`config.mk`:
```
export PLATFORM = sky130hd
export DESIGN_NAME = max7219_spi_tx
export DESIGN_NICKNAME = d
export VERILOG_FILES = /design/src/rtl/max7219_spi_tx.sv
export SDC_FILE = /design/constraint.sdc
export NUM_CORES = 1
export LEC_CHECK = 0
export ABC_AREA = 1
export CAP_MARGIN = 20
export CELL_PAD_IN_SITES_DETAIL_PLACEMENT = 0
export CELL_PAD_IN_SITES_GLOBAL_PLACEMENT = 2
export CORE_MARGIN = 2
export CORE_UTILIZATION = 37
export DETAILED_ROUTE_END_ITERATION = 10
export PLACE_DENSITY_LB_ADDON = 0.1
export SYNTH_ARGS = -nofsm -noshare
export SYNTH_HDL_FRONTEND = slang
export SYNTH_SLANG_ARGS = --single-unit
```
`constraint.sdc`:
```
create_clock -name sys_clk -period 4.8 [get_ports sys_clk]
set_input_delay 1.44 -clock sys_clk [delete_from_list [all_inputs] [get_ports sys_clk]]
set_output_delay 1.44 -clock sys_clk [all_outputs]
set_load 0.02 [all_outputs]
```
`src/rtl/max7219_spi_tx.sv`:
```
// MAX7219 serial transmitter: shifts one 16-bit register write (addr, data) MSB-first
// onto Din/CLK framed by an active-low CS, reporting progress through busy/done.
module max7219_spi_tx #(
  parameter int unsigned SYS_FREQ_KHZ  = 50000,
  parameter int unsigned SCLK_FREQ_KHZ = 12
) (
  input  logic       sys_clk,
  input  logic       _rst,
  input  logic       str,
  input  logic [7:0] addr,
  input  logic [7:0] data,
  output logic       busy,
  output logic       done,
  output logic       CS,
  output logic       CLK,
  output logic       Din
);

  // Half serial-clock period in sys_clk cycles; never below one cycle.
  localparam int unsigned HalfRaw = SYS_FREQ_KHZ / (2 * SCLK_FREQ_KHZ);
  localparam int unsigned Half    = (HalfRaw == 0) ? 1 : HalfRaw;
  localparam int unsigned PhaseW  = $clog2(Half + 1);
  localparam logic [PhaseW-1:0] PhaseLast = PhaseW'(Half - 1);

  typedef enum logic [2:0] {StIdle, StLead, StHigh, StLow, StGap} state_e;

  state_e            state_q, state_d;
  logic [15:0]       shift_q, shift_d;
  logic [3:0]        bit_cnt_q, bit_cnt_d;
  logic [PhaseW-1:0] phase_q, phase_d;
  // last_q: bit 0 has been clocked, so the next LOW phase is the trailing hold.
  logic              last_q, last_d;
  // gap_q: first half of the 2*Half gap has elapsed (keeps the phase counter narrow).
  logic              gap_q, gap_d;
  logic              cs_q, cs_d;
  logic              clk_q, clk_d;
  logic              din_q, din_d;
  logic              busy_q, busy_d;
  logic              done_q, done_d;
  logic              phase_end;

  assign phase_end = (phase_q == PhaseLast);

  // State and registered pin drivers.
  always_ff @(posedge sys_clk or negedge _rst) begin
    if (!_rst) begin
      state_q   <= StIdle;
      shift_q   <= '0;
      bit_cnt_q <= '0;
      phase_q   <= '0;
      last_q    <= 1'b0;
      gap_q     <= 1'b0;
      cs_q      <= 1'b1;
      clk_q     <= 1'b0;
      din_q     <= 1'b0;
      busy_q    <= 1'b0;
      done_q    <= 1'b0;
    end else begin
      state_q   <= state_d;
      shift_q   <= shift_d;
      bit_cnt_q <= bit_cnt_d;
      phase_q   <= phase_d;
      last_q    <= last_d;
      gap_q     <= gap_d;
      cs_q      <= cs_d;
      clk_q     <= clk_d;
      din_q     <= din_d;
      busy_q    <= busy_d;
      done_q    <= done_d;
    end
  end

  // Next-state logic: phase counter paces every state, transitions happen on phase_end.
  always_comb begin
    state_d   = state_q;
    shift_d   = shift_q;
    bit_cnt_d = bit_cnt_q;
    phase_d   = phase_end ? '0 : phase_q + 1'b1;
    last_d    = last_q;
    gap_d     = gap_q;
    cs_d      = cs_q;
    clk_d     = clk_q;
    din_d     = din_q;
    busy_d    = busy_q;
    done_d    = 1'b0;

    unique case (state_q)
      StIdle: begin
        phase_d = '0;
        if (str) begin
          shift_d   = {addr, data};
          din_d     = addr[7];
          cs_d      = 1'b0;
          busy_d    = 1'b1;
          bit_cnt_d = 4'd15;
          last_d    = 1'b0;
          gap_d     = 1'b0;
          state_d   = StLead;
        end
      end
      StLead: begin
        if (phase_end) begin
          state_d = StHigh;
          clk_d   = 1'b1;
        end
      end
      StHigh: begin
        if (phase_end) begin
          state_d = StLow;
          clk_d   = 1'b0;
          // Din moves on the falling edge so it is stable around each rise.
          if (bit_cnt_q != 4'd0) begin
            shift_d   = {shift_q[14:0], 1'b0};
            din_d     = shift_q[14];
            bit_cnt_d = bit_cnt_q - 4'd1;
          end else begin
            last_d = 1'b1;
          end
        end
      end
      StLow: begin
        if (phase_end) begin
          if (last_q) begin
            state_d = StGap;
            cs_d    = 1'b1;
            din_d   = 1'b0;
            gap_d   = 1'b0;
          end else begin
            state_d = StHigh;
            clk_d   = 1'b1;
          end
        end
      end
      StGap: begin
        if (phase_end) begin
          if (gap_q) begin
            state_d = StIdle;
            busy_d  = 1'b0;
            done_d  = 1'b1;
            gap_d   = 1'b0;
          end else begin
            gap_d = 1'b1;
          end
        end
      end
      default: state_d = StIdle;
    endcase
  end

  assign busy = busy_q;
  assign done = done_q;
  assign CS   = cs_q;
  assign CLK  = clk_q;
  assign Din  = din_q;

endmodule

```
[Yosys cells after proc, flatten, opt, wreduce, memory -nomap -nowiden]
Index checks and enable logic that the tools add are counted.
Cells by class
  add/sub/neg operators: 2
  equality and inequality tests: 15
  multiplexer cells: 46
  reductions and logical operators: 16
Operators by type and width (count)
  2-to-1 mux 15 bit: 3
  one-hot mux 15 bit (2 select lines): 1
  2-to-1 mux 12 bit: 2
  2-to-1 mux 1 bit: 22
  2-to-1 mux 3 bit: 7
  inequality test 2 bit, second input constant: 10
  AND reduction 4 bit: 4
  one-hot mux 3 bit (5 select lines): 1
  adder 12 x 1 -> 12 bit, second input constant: 1
  == test 12 bit, second input constant: 1
  2-to-1 mux 4 bit: 3
  AND reduction 6 bit: 2
  AND reduction 5 bit: 2
  one-hot mux 1 bit (3 select lines): 3
  nonzero test 3 bit: 3
  one-hot mux 4 bit (2 select lines): 1
  == test 3 x 2 -> 1 bit, second input constant: 2
  one-hot mux 1 bit (2 select lines): 3
  nonzero test 2 bit: 3
  nonzero test 4 bit: 1
  subtractor 4 x 1 -> 4 bit, second input constant: 1
  == test 3 x 1 -> 1 bit, second input constant: 1
  == test 3 bit, second input constant: 1
  zero test 3 bit: 1
Storage, ports and cells
  register bits after elaboration: 41
  bits of input ports: 19
  output and inout port bits: 5
  word-level logic and storage cells: 90

[Longest topological paths before layout]
Gate-level depths: netlist of run 1.
  word-level depth: 4
  gate-level depth with buffers: 10
  gate-level depth less buffers: 10

[Worst setup path before layout of run 1]
OpenSTA, ideal clock, no wires.
  kind: in2reg
  start: input str
  end: register shift_q[13]
  library setup time: 122 ps
  arrival: 1970 ps
  data required time: 4678 ps
  slack: 2708 ps
  cell stages on the path: 6
  buffers on the path: 1
  path through: inv_1 nand2_4 nand3_4 buf_6 nand2_1 o21ai_2
On the way
  longest elaborated chain between the ends: 2
RTL lines
  start, declared: line 9  | input logic str,
  inequality test 2 bit (no line)
  AND reduction 4 bit (no line)
  end signal, assigned: line 60  | shift_q <= shift_d;
  end, declared: line 28  | logic [15:0] shift_q, shift_d;
No other way between the ends.
A chain may end at the register's enable or synchronous reset.

[Final worst setup path of run 1]
  start: register cs_q, in the netlist CS
  end: output CS
RTL lines
  start, declared: line 35  | logic cs_q, cs_d;
  start signal, assigned: line 65  | cs_q <= cs_d;
  end, declared: line 14  | output logic CS,
No word-level cell between the ends.

==> flow_results.xml, run 1 <==
<?xml version="1.0" encoding="UTF-8"?>
<metrics>
  <group name="outcome">
    <metric name="outcome" unit="">completed</metric>
  </group>
  <group name="finish">
    <metric name="fin_nets" unit="">309</metric>
    <metric name="number_of_fill_cells" unit="">624</metric>
    <metric name="area.sequential" unit="um2">1030</metric>
    <metric name="layout_commonest_cell" unit="">nand2_1</metric>
    <metric name="multiInputGateArea" unit="um2">1090</metric>
    <metric name="drive_gt1_share" unit="%">15.0</metric>
    <metric name="num_antenna_cells" unit="">0</metric>
    <metric name="commonest_non_fill_non_tap_cells_in_the_layout" unit="">nand2_1, dfrtp_1, nor2_1</metric>
    <metric name="syn2layout_area_growth" unit="%">16.6</metric>
  </group>
  <group name="min_path">
    <metric name="worst_hold_path_type" unit="">reg2reg</metric>
  </group>
  <group name="timing">
    <metric name="tightestPinTransition" unit="ns">0.971</metric>
    <metric name="setup_total_negative_slack" unit="ns">0</metric>
    <metric name="fin_crit_sh" unit="%">59.6</metric>
    <metric name="finalSetupViolCount" unit="">0</metric>
    <metric name="rsz0062_at_grt" unit="">false</metric>
    <metric name="finClkSkew" unit="ns">0.00641</metric>
    <metric name="final-max-slew-violation-count" unit="">0</metric>
    <metric name="final_hold_violation_count" unit="">0</metric>
    <metric name="fmax" unit="MHz">349</metric>
    <metric name="relSlewSlack" unit="%">35.3</metric>
    <metric name="final.min_clock_period" unit="ns">2.86</metric>
  </group>
  <group name="logic_synthesis">
    <metric name="syn_avg_cell_area" unit="um2">8.72</metric>
    <metric name="netlist.top_cell.by_area" unit="">dfrtp_1</metric>
    <metric name="syn_inst" unit="">262</metric>
    <metric name="number_of_warning_messages_in_the_yosys_log" unit="">0</metric>
    <metric name="netlist_top_cells_area" unit="">dfrtp_1, nand2_1, o21ai_2</metric>
    <metric name="yosysTopAreaCellShare" unit="%">43.8</metric>
    <metric name="post_synth_instance_area" unit="um2">2280</metric>
    <metric name="ys_ff_latch" unit="">41</metric>
    <metric name="syn-num-nets" unit="">285</metric>
    <metric name="synth_cell_type_count" unit="">29</metric>
    <metric name="yosysSeqAreaShare" unit="%">45.0</metric>
  </group>
  <group name="detailed_routing">
    <metric name="via_density_per_instance" unit="">4.70</metric>
    <metric name="finalWirelength" unit="mm">4.40</metric>
    <metric name="drtPass1Iterations" unit="">6</metric>
    <metric name="drc" unit="">0</metric>
    <metric name="drt_iter0_drc" unit="">107</metric>
    <metric name="post_route_antenna_net_violation_count" unit="">0</metric>
    <metric name="vias" unit="">1701</metric>
    <metric name="drt-wirelength-per-cell" unit="um">12.2</metric>
  </group>
  <group name="cts">
    <metric name="cts.repair.resized" unit="">0</metric>
    <metric name="clock_transition_time_at_the_flip_flop_clock_pins_of_the_worst_setup_and_hold_paths" unit="ns">0.08</metric>
    <metric name="tritoncts" unit="">done</metric>
    <metric name="cts_buffer_depth" unit="">2</metric>
    <metric name="postCtsSetupRepairBufs" unit="">0</metric>
    <metric name="clockRootBuffer" unit="">clkbuf_8</metric>
    <metric name="cts_htree_levels" unit="">2</metric>
    <metric name="insertion_delay" unit="ns">0.30</metric>
    <metric name="tritoncts_num_sinks" unit="">41</metric>
    <metric name="tritoncts.num_buffers" unit="">5</metric>
    <metric name="cts.hold.buffers_added" unit="">0</metric>
  </group>
  <group name="worst_setup_path">
    <metric name="start_kind" unit="">flop</metric>
    <metric name="worst_setup_path_end_kind" unit="">output port</metric>
    <metric name="path_cells" unit="">clkdlybuf4s50_1</metric>
    <metric name="critPathTopFamily" unit="">buffers and inverters</metric>
    <metric name="cpMaxStageDelayCell" unit="">clkdlybuf4s50_1</metric>
    <metric name="worst_path_buffer_plus_inverter_count" unit="">1</metric>
    <metric name="required" unit="ns">3.36</metric>
    <metric name="cp.arrival" unit="ns">1.42</metric>
    <metric name="crit_type" unit="">reg2out</metric>
    <metric name="critical-path-max-stage-delay" unit="ns">0.59</metric>
    <metric name="critical_path_peak_fanout" unit="">2</metric>
  </group>
  <group name="grt">
    <metric name="grt_max_degree" unit="">42</metric>
    <metric name="global_router_s_overall_resource_usage" unit="%">14.9</metric>
    <metric name="grt.overflow.total" unit="">0</metric>
    <metric name="antenna_found_initial" unit="">0</metric>
    <metric name="grt_pass1_vias" unit="">1644</metric>
    <metric name="grt_pass1_wl" unit="mm">7.71</metric>
  </group>
  <group name="flow_run">
    <metric name="timing.max_cap.violations" unit="">0</metric>
  </group>
  <group name="floorplanning">
    <metric name="top_level_ports" unit="">24</metric>
    <metric name="die_x" unit="um">82.6</metric>
    <metric name="core-area" unit="um2">5960</metric>
    <metric name="die_y" unit="um">82.6</metric>
    <metric name="design.die.area" unit="um2">6820</metric>
    <metric name="starting_density_of_the_core" unit="%">38.4</metric>
    <metric name="row_count" unit="">28</metric>
  </group>
  <group name="pwr">
    <metric name="power_per_cell_area" unit="nW/um2">247</metric>
    <metric name="power.ir.vdd_worst" unit="mV">0.124</metric>
    <metric name="total_power" unit="mW">0.659</metric>
    <metric name="total_leakage_power" unit="nW">1.22</metric>
  </group>
  <group name="place">
    <metric name="dp.final_hpwl" unit="mm">3.14</metric>
    <metric name="port_buffers" unit="">23</metric>
    <metric name="globalplace.congestion" unit="">0.770</metric>
  </group>
</metrics>
-- Yosys cell counts (all sizes together) --
cell type and n:
nor3 6, mux2i 14, nor3b 4, xnor2 2
nand4 3, dfstp 1, xor2 5, ha 4
o2111ai 1, a21oi 9, o21ai 22, inv 29
nand2 71, nand3 15, buf 6, dfrtp 40
nor2 30
-- layout make-up --
class,instances,area share (%)
clock buffers,5,2.58
repair buffers,23,8.45
flip-flops and latches,41,38.6
inverters,29,4.18
well taps,75,3.52
multi-input cells,186,41.0
clock inverters,3,1.74
-- metal layers --
layer	vias up	wire [um]	part of all wire (%)	global-route usage, %
met1	786	2240	51	20.7
li1	886	-	-	-
met5	-	0	0	0
met2	23	1970	45	22.8
met4	0	62	1.4	4.92
met3	6	133	3.0	3.59
-- worst paths after layout --
path | slack (ns) | from | end | cells after the start
max | 1.94 | CS | CS | 1
min | 0.47 | CS | CS | 2
max reg2reg | 2.74 | phase_q[0] | shift_q[3] | 9
min reg2reg | 0.47 | CS | CS | 2
max in group asynchronous | 2.90 | _rst | bit_cnt_q[0] | 1
min in group asynchronous | 1.28 | _rst | phase_q[10] | 1
-- logic make-up (layout without fill, tap and decap cells) --
kind of cell	count (synthesis)	after routing	share of synthesized area (%)
AOI/OAI and AO/OA	32	32	10.6
buffers and inverters	35	60	7.28
muxes	14	14	6.13
xor gates and xnor gates	7	7	2.68
adders and majority gates	4	4	2.19
DFF	41	41	45.0
and+or+nand+nor	129	129	26.1
-- flip-flops by register name (all words and copies together) (netlist names) --
name / count
CLK: 1
CS: 1
Din: 1
bit_cnt_q: 4
busy: 1
done: 1
gap_q: 1
last_q: 1
phase_q: 12
shift_q: 15
state_q: 3
-- power by group --
group | switching (mW) | total [mW] | internal (mW)
sequential | 0.000646 | 0.347 | 0.346
combinational | 0.0102 | 0.0238 | 0.0136
clock | 0.132 | 0.288 | 0.156
-- per-stage QoR --
| step | setup WS, ns | util [%] | instances | area [um2] | hold slack [ns] |
|---|---|---|---|---|---|
| after floorplan | 2.71 | - | 262 | 2280 | 0.432 |
| after global placement | 1.93 | 42.8 | 354 | 2550 | 0.452 |
| after detailed placement | 1.92 | 42.8 | 354 | 2550 | 0.456 |
| after CTS | 1.92 | 44.7 | 362 | 2660 | 0.473 |
| after global routing | 1.88 | 44.7 | 362 | 2660 | 0.483 |
| final | 1.94 | 44.7 | 362 | 2660 | 0.466 |
Note: power is estimated with default switching activity, not from simulation.
==> run 2: changes to the inputs <==
- CORE_UTILIZATION: 37 -> 34
- clock period: 4.8 -> 2.9 ns (I/O delays scaled with it)
==> run 2 against run 1 <==
Via count shrank 0.24%. Global-route usage shrank 1.5 points. Sequential power grew 65%. Hold slack lost 0.0041 ns. Register-to-register slack lost 1.9 ns. Worst setup slack lost 1.3 ns. Utilization shrank 3.5 points. Total power grew 51%. Critical path depth is the same. Die area grew 8.4%. Largest power group unchanged.
==> flow_results.xml, run 2 (synthesis gave the netlist of run 1 again) <==
<?xml version="1.0" encoding="UTF-8"?>
<metrics>
  <group name="detailed_routing">
    <metric name="finalWirelength" unit="mm">4.59</metric>
    <metric name="drtPass1Iterations" unit="">4</metric>
    <metric name="via_density_per_instance" unit="">4.65</metric>
    <metric name="drt_iter0_drc" unit="">76</metric>
    <metric name="drc" unit="">0</metric>
    <metric name="post_route_antenna_net_violation_count" unit="">0</metric>
    <metric name="vias" unit="">1697</metric>
    <metric name="drt-wirelength-per-cell" unit="um">12.6</metric>
  </group>
  <group name="cts">
    <metric name="cts.hold.buffers_added" unit="">0</metric>
    <metric name="tritoncts" unit="">done</metric>
    <metric name="cts_buffer_depth" unit="">2</metric>
    <metric name="clockRootBuffer" unit="">clkbuf_8</metric>
    <metric name="postCtsSetupRepairBufs" unit="">0</metric>
    <metric name="cts.repair.resized" unit="">0</metric>
    <metric name="clock_transition_time_at_the_flip_flop_clock_pins_of_the_worst_setup_and_hold_paths" unit="ns">0.08</metric>
    <metric name="tritoncts.num_buffers" unit="">5</metric>
    <metric name="tritoncts_num_sinks" unit="">41</metric>
    <metric name="cts_htree_levels" unit="">2</metric>
    <metric name="insertion_delay" unit="ns">0.30</metric>
  </group>
  <group name="worst_setup_path">
    <metric name="worst_setup_path_end_kind" unit="">output port</metric>
    <metric name="worst_path_buffer_plus_inverter_count" unit="">1</metric>
    <metric name="cpMaxStageDelayCell" unit="">clkdlybuf4s50_1</metric>
    <metric name="required" unit="ns">2.03</metric>
    <metric name="crit_type" unit="">reg2out</metric>
    <metric name="cp.arrival" unit="ns">1.43</metric>
    <metric name="critical_path_peak_fanout" unit="">2</metric>
    <metric name="critPathTopFamily" unit="">buffers and inverters</metric>
    <metric name="critical-path-max-stage-delay" unit="ns">0.60</metric>
    <metric name="path_cells" unit="">clkdlybuf4s50_1</metric>
    <metric name="start_kind" unit="">flop</metric>
  </group>
  <group name="timing">
    <metric name="finalSetupViolCount" unit="">0</metric>
    <metric name="rsz0062_at_grt" unit="">false</metric>
    <metric name="tightestPinTransition" unit="ns">0.485</metric>
    <metric name="final.min_clock_period" unit="ns">2.30</metric>
    <metric name="hold_slack" unit="ns">0.462</metric>
    <metric name="setup_total_negative_slack" unit="ns">0</metric>
    <metric name="fmax" unit="MHz">434</metric>
    <metric name="final_hold_violation_count" unit="">0</metric>
    <metric name="finClkSkew" unit="ns">0.00784</metric>
    <metric name="relSlewSlack" unit="%">67.7</metric>
    <metric name="final-max-slew-violation-count" unit="">0</metric>
    <metric name="fin_crit_sh" unit="%">79.4</metric>
  </group>
  <group name="floorplanning">
    <metric name="core-area" unit="um2">6420</metric>
    <metric name="row_count" unit="">29</metric>
    <metric name="die_x" unit="um">86.0</metric>
    <metric name="top_level_ports" unit="">24</metric>
    <metric name="starting_density_of_the_core" unit="%">35.6</metric>
    <metric name="die_y" unit="um">86.0</metric>
    <metric name="design.die.area" unit="um2">7390</metric>
  </group>
  <group name="finish">
    <metric name="commonest_non_fill_non_tap_cells_in_the_layout" unit="">nand2_1, dfrtp_1, nor2_1</metric>
    <metric name="number_of_fill_cells" unit="">672</metric>
    <metric name="layout.cells.non_filler" unit="">365</metric>
    <metric name="fin_nets" unit="">310</metric>
    <metric name="largestRegisters" unit="">shift_q x15, phase_q x12, bit_cnt_q x4</metric>
    <metric name="layout_commonest_cell" unit="">nand2_1</metric>
    <metric name="num_antenna_cells" unit="">0</metric>
    <metric name="utilization" unit="%">41.2</metric>
    <metric name="drive_gt1_share" unit="%">15.3</metric>
    <metric name="max_ffs_per_register" unit="">15</metric>
    <metric name="syn2layout_area_growth" unit="%">15.8</metric>
    <metric name="biggest_register" unit="">shift_q</metric>
  </group>
  <group name="grt">
    <metric name="antenna_found_initial" unit="">0</metric>
    <metric name="grt_max_degree" unit="">35</metric>
    <metric name="global_router_s_overall_resource_usage" unit="%">13.4</metric>
    <metric name="grt_pass1_wl" unit="mm">7.78</metric>
    <metric name="grt.overflow.total" unit="">0</metric>
    <metric name="grt_pass1_vias" unit="">1664</metric>
  </group>
  <group name="place">
    <metric name="dp.final_hpwl" unit="mm">3.38</metric>
    <metric name="port_buffers" unit="">23</metric>
    <metric name="globalplace.congestion" unit="">0.746</metric>
    <metric name="placed_cells_incl_taps" unit="">357</metric>
  </group>
  <group name="outcome">
    <metric name="outcome" unit="">completed</metric>
  </group>
  <group name="pwr">
    <metric name="power_per_cell_area" unit="nW/um2">376</metric>
    <metric name="total_leakage_power" unit="nW">1.22</metric>
    <metric name="power.ir.vdd_worst" unit="mV">0.181</metric>
  </group>
  <group name="flow_run">
    <metric name="timing.max_cap.violations" unit="">0</metric>
  </group>
  <group name="min_path">
    <metric name="worst_hold_path_type" unit="">reg2reg</metric>
  </group>
</metrics>
run 2: cell types whose count changed in the layout (fill, tap and decap cells not counted), sizes merged:
| cell | previous run | this run |
|---|---|---|
| buf | 1 | 2 |
| clkinv | 1 | 2 |
| bufinv | 1 | 0 |
run 2: path summary, 6_finish.rpt:
check,end,startpoint,slack (ns),cells past startpoint
min in group asynchronous,phase_q[9],_rst,0.50,1
min reg2reg,phase_q[0],phase_q[0],0.46,1
min,phase_q[0],phase_q[0],0.46,1
max reg2reg,shift_q[0],phase_q[0],0.82,9
max,CS,CS,0.60,1
max in group asynchronous,shift_q[2],_rst,1.72,2
run 2: area by class of cell:
type / count / area [um2] / area share (%)
Timing Repair Buffer: 24 / 233 / 8.80
Multi-Input combinational cell: 186 / 1090 / 41.2
Clock buffer: 5 / 68.8 / 2.60
Clock inverter: 3 / 17.5 / 0.662
Tap cell: 77 / 96.3 / 3.64
Inverter: 29 / 111 / 4.21
Sequential cell: 41 / 1030 / 38.8
run 2: per-stage QoR:
step | setup slack, ns | area [um2] | total power [mW]
after floorplan | 1.37 | 2280 | 0.588
after global placement | 0.580 | 2560 | 0.627
after detailed placement | 0.572 | 2560 | 0.627
after CTS | 0.580 | 2650 | 1.01
after global routing | 0.561 | 2650 | 1.04
final | 0.597 | 2650 | 0.994
run 2: power by group:
group          total, mW  switching, mW  internal, mW  leakage (nW)
clock              0.380          0.213         0.166        0.0439
combinational     0.0407         0.0173        0.0234         0.649
sequential         0.573       0.000912         0.573         0.524
total              0.994          0.231         0.762          1.22
run 2: metal layers:
| layer | GRT usage, % | wire length (um) | vias up |
|---|---|---|---|
| met5 | 0 | 0 | - |
| met4 | 4.33 | 45 | 0 |
| met3 | 2.89 | 140 | 5 |
| met2 | 21.2 | 1970 | 21 |
| met1 | 18.3 | 2440 | 781 |
| li1 | - | - | 890 |
==> run 3: changes to the inputs <==
- clock period: 2.9 -> 2.3 ns (I/O delays scaled with it)
==> run 3 against run 2 <==
Global-route usage is 0.50 points higher. Sequential cell count is the same. Sequential share of layout area decreased by 0.95 points. Clock skew fell by 0.0053 ns. Utilization grew 1.0 points. Critical path depth stayed put. Combinational power is 32% higher. Clock power rose by 64%. Total power up 41%. Worst setup slack got worse by 0.41 ns. Non-clock buffer count up 1. Final cell count is 0.27% higher. Critical endpoint unchanged. Largest power group unchanged.
==> flow_results.xml, run 3 (synthesis gave the netlist of run 1 again) <==
<?xml version="1.0" encoding="UTF-8"?>
<metrics>
  <group name="outcome">
    <metric name="outcome" unit="">completed</metric>
  </group>
  <group name="place">
    <metric name="postPlaceCellArea" unit="um2">2590</metric>
    <metric name="globalplace.congestion" unit="">0.760</metric>
    <metric name="dp_slack" unit="ns">0.410</metric>
    <metric name="placed_cells_incl_taps" unit="">358</metric>
    <metric name="dp.final_hpwl" unit="mm">3.29</metric>
    <metric name="port_buffers" unit="">23</metric>
  </group>
  <group name="pwr">
    <metric name="power_per_cell_area" unit="nW/um2">516</metric>
    <metric name="power.ir.vdd_worst" unit="mV">0.260</metric>
    <metric name="total_leakage_power" unit="nW">1.25</metric>
    <metric name="total_power" unit="mW">1.40</metric>
  </group>
  <group name="timing">
    <metric name="relSlewSlack" unit="%">63.6</metric>
    <metric name="fin_ws" unit="ns">0.184</metric>
    <metric name="finalSetupViolCount" unit="">0</metric>
    <metric name="final.min_clock_period" unit="ns">2.12</metric>
    <metric name="setup_total_negative_slack" unit="ns">0</metric>
    <metric name="final-max-slew-violation-count" unit="">0</metric>
    <metric name="rsz0062_at_grt" unit="">false</metric>
    <metric name="finClkSkew" unit="ns">0.00256</metric>
    <metric name="final_hold_violation_count" unit="">0</metric>
    <metric name="hold_slack" unit="ns">0.372</metric>
    <metric name="fmax" unit="MHz">473</metric>
    <metric name="fin_crit_sh" unit="%">92.0</metric>
    <metric name="tightestPinTransition" unit="ns">0.546</metric>
  </group>
  <group name="cts">
    <metric name="postCtsSetupRepairBufs" unit="">0</metric>
    <metric name="tritoncts.num_buffers" unit="">5</metric>
    <metric name="tritoncts_num_sinks" unit="">41</metric>
    <metric name="cts.hold.buffers_added" unit="">0</metric>
    <metric name="cts.repair.resized" unit="">0</metric>
    <metric name="cts_htree_levels" unit="">2</metric>
    <metric name="clock_transition_time_at_the_flip_flop_clock_pins_of_the_worst_setup_and_hold_paths" unit="ns">0.08</metric>
    <metric name="tritoncts" unit="">done</metric>
    <metric name="insertion_delay" unit="ns">0.29</metric>
    <metric name="clockRootBuffer" unit="">clkbuf_8</metric>
    <metric name="cts_buffer_depth" unit="">2</metric>
  </group>
  <group name="worst_setup_path">
    <metric name="critical_path_peak_fanout" unit="">2</metric>
    <metric name="start_kind" unit="">flop</metric>
    <metric name="critPathTopFamily" unit="">buffers and inverters</metric>
    <metric name="path_cells" unit="">clkdlybuf4s50_1</metric>
    <metric name="cpMaxStageDelayCell" unit="">clkdlybuf4s50_1</metric>
    <metric name="cp.arrival" unit="ns">1.43</metric>
    <metric name="crit_type" unit="">reg2out</metric>
    <metric name="critical-path-max-stage-delay" unit="ns">0.60</metric>
    <metric name="required" unit="ns">1.61</metric>
    <metric name="worst_path_buffer_plus_inverter_count" unit="">1</metric>
    <metric name="timing.reg2reg.setup_slack" unit="ns">0.55</metric>
    <metric name="worst_setup_path_end_kind" unit="">output port</metric>
  </group>
  <group name="detailed_routing">
    <metric name="drc" unit="">0</metric>
    <metric name="via_density_per_instance" unit="">4.64</metric>
    <metric name="vias" unit="">1700</metric>
    <metric name="drt_iter0_drc" unit="">57</metric>
    <metric name="drtPass1Iterations" unit="">4</metric>
    <metric name="drt-wirelength-per-cell" unit="um">12.2</metric>
    <metric name="finalWirelength" unit="mm">4.48</metric>
    <metric name="post_route_antenna_net_violation_count" unit="">0</metric>
  </group>
  <group name="floorplanning">
    <metric name="die_x" unit="um">86.0</metric>
    <metric name="die_y" unit="um">86.0</metric>
    <metric name="top_level_ports" unit="">24</metric>
    <metric name="starting_density_of_the_core" unit="%">35.6</metric>
    <metric name="core-area" unit="um2">6420</metric>
    <metric name="design.die.area" unit="um2">7390</metric>
    <metric name="row_count" unit="">29</metric>
  </group>
  <group name="grt">
    <metric name="grt.overflow.total" unit="">0</metric>
    <metric name="global_router_s_overall_resource_usage" unit="%">13.9</metric>
    <metric name="grt_pass1_vias" unit="">1777</metric>
    <metric name="antenna_found_initial" unit="">0</metric>
    <metric name="grt_max_degree" unit="">35</metric>
    <metric name="grt_pass1_wl" unit="mm">8.21</metric>
  </group>
  <group name="finish">
    <metric name="layout_commonest_cell" unit="">nand2_1</metric>
    <metric name="utilization" unit="%">42.2</metric>
    <metric name="layout.cells.non_filler" unit="">366</metric>
    <metric name="biggest_register" unit="">shift_q</metric>
    <metric name="fin_nets" unit="">311</metric>
    <metric name="largestRegisters" unit="">shift_q x15, phase_q x12, bit_cnt_q x4</metric>
    <metric name="max_ffs_per_register" unit="">15</metric>
    <metric name="num_antenna_cells" unit="">0</metric>
    <metric name="syn2layout_area_growth" unit="%">18.7</metric>
    <metric name="number_of_fill_cells" unit="">669</metric>
    <metric name="design_area" unit="um2">2710</metric>
    <metric name="drive_gt1_share" unit="%">15.6</metric>
    <metric name="commonest_non_fill_non_tap_cells_in_the_layout" unit="">nand2_1, dfrtp_1, nor2_1</metric>
  </group>
  <group name="flow_run">
    <metric name="timing.max_cap.violations" unit="">0</metric>
  </group>
  <group name="min_path">
    <metric name="worst_hold_path_type" unit="">in2async</metric>
  </group>
</metrics>
run 3: cell types whose count changed in the layout (fill, tap and decap cells not counted):
cell,before,now
buf_4,1,0
clkinv_2,2,0
bufinv_16,0,1
buf_12,0,2
clkbuf_8,5,6
run 3: area by class of cell:
type | instances | area (um2) | share of cell area (%)
tap | 77 | 96.3 | 3.55
clock inverter | 2 | 37.5 | 1.38
inverter | 29 | 111 | 4.11
multi-input combinational | 186 | 1090 | 40.2
sequential | 41 | 1030 | 37.9
clock buffer | 6 | 82.6 | 3.05
timing repair buffer | 25 | 265 | 9.78
run 3: path summary, 6_finish.rpt:
kind / start / endpoint / cells after the start
max reg2reg: state_q[2] / Din / 8
min: _rst / phase_q[10] / 1
min reg2reg: phase_q[0] / phase_q[0] / 1
max in group asynchronous: _rst / CS / 2
min in group sys_clk: phase_q[0] / phase_q[0] / 1
max: CS / CS / 1
run 3: power by group:
group / internal (mW) / switching (mW)
logic: 0.0318 / 0.0222
clock network: 0.353 / 0.269
registers: 0.722 / 0.00115
run 3: per-layer routing:
| layer | up-vias | wire, um | track usage [%] |
|---|---|---|---|
| met5 | - | 0 | 0 |
| met4 | 0 | 66 | 4.76 |
| met3 | 7 | 170 | 3.27 |
| met2 | 25 | 2020 | 22.3 |
| met1 | 777 | 2210 | 18.5 |
| li1 | 891 | - | - |
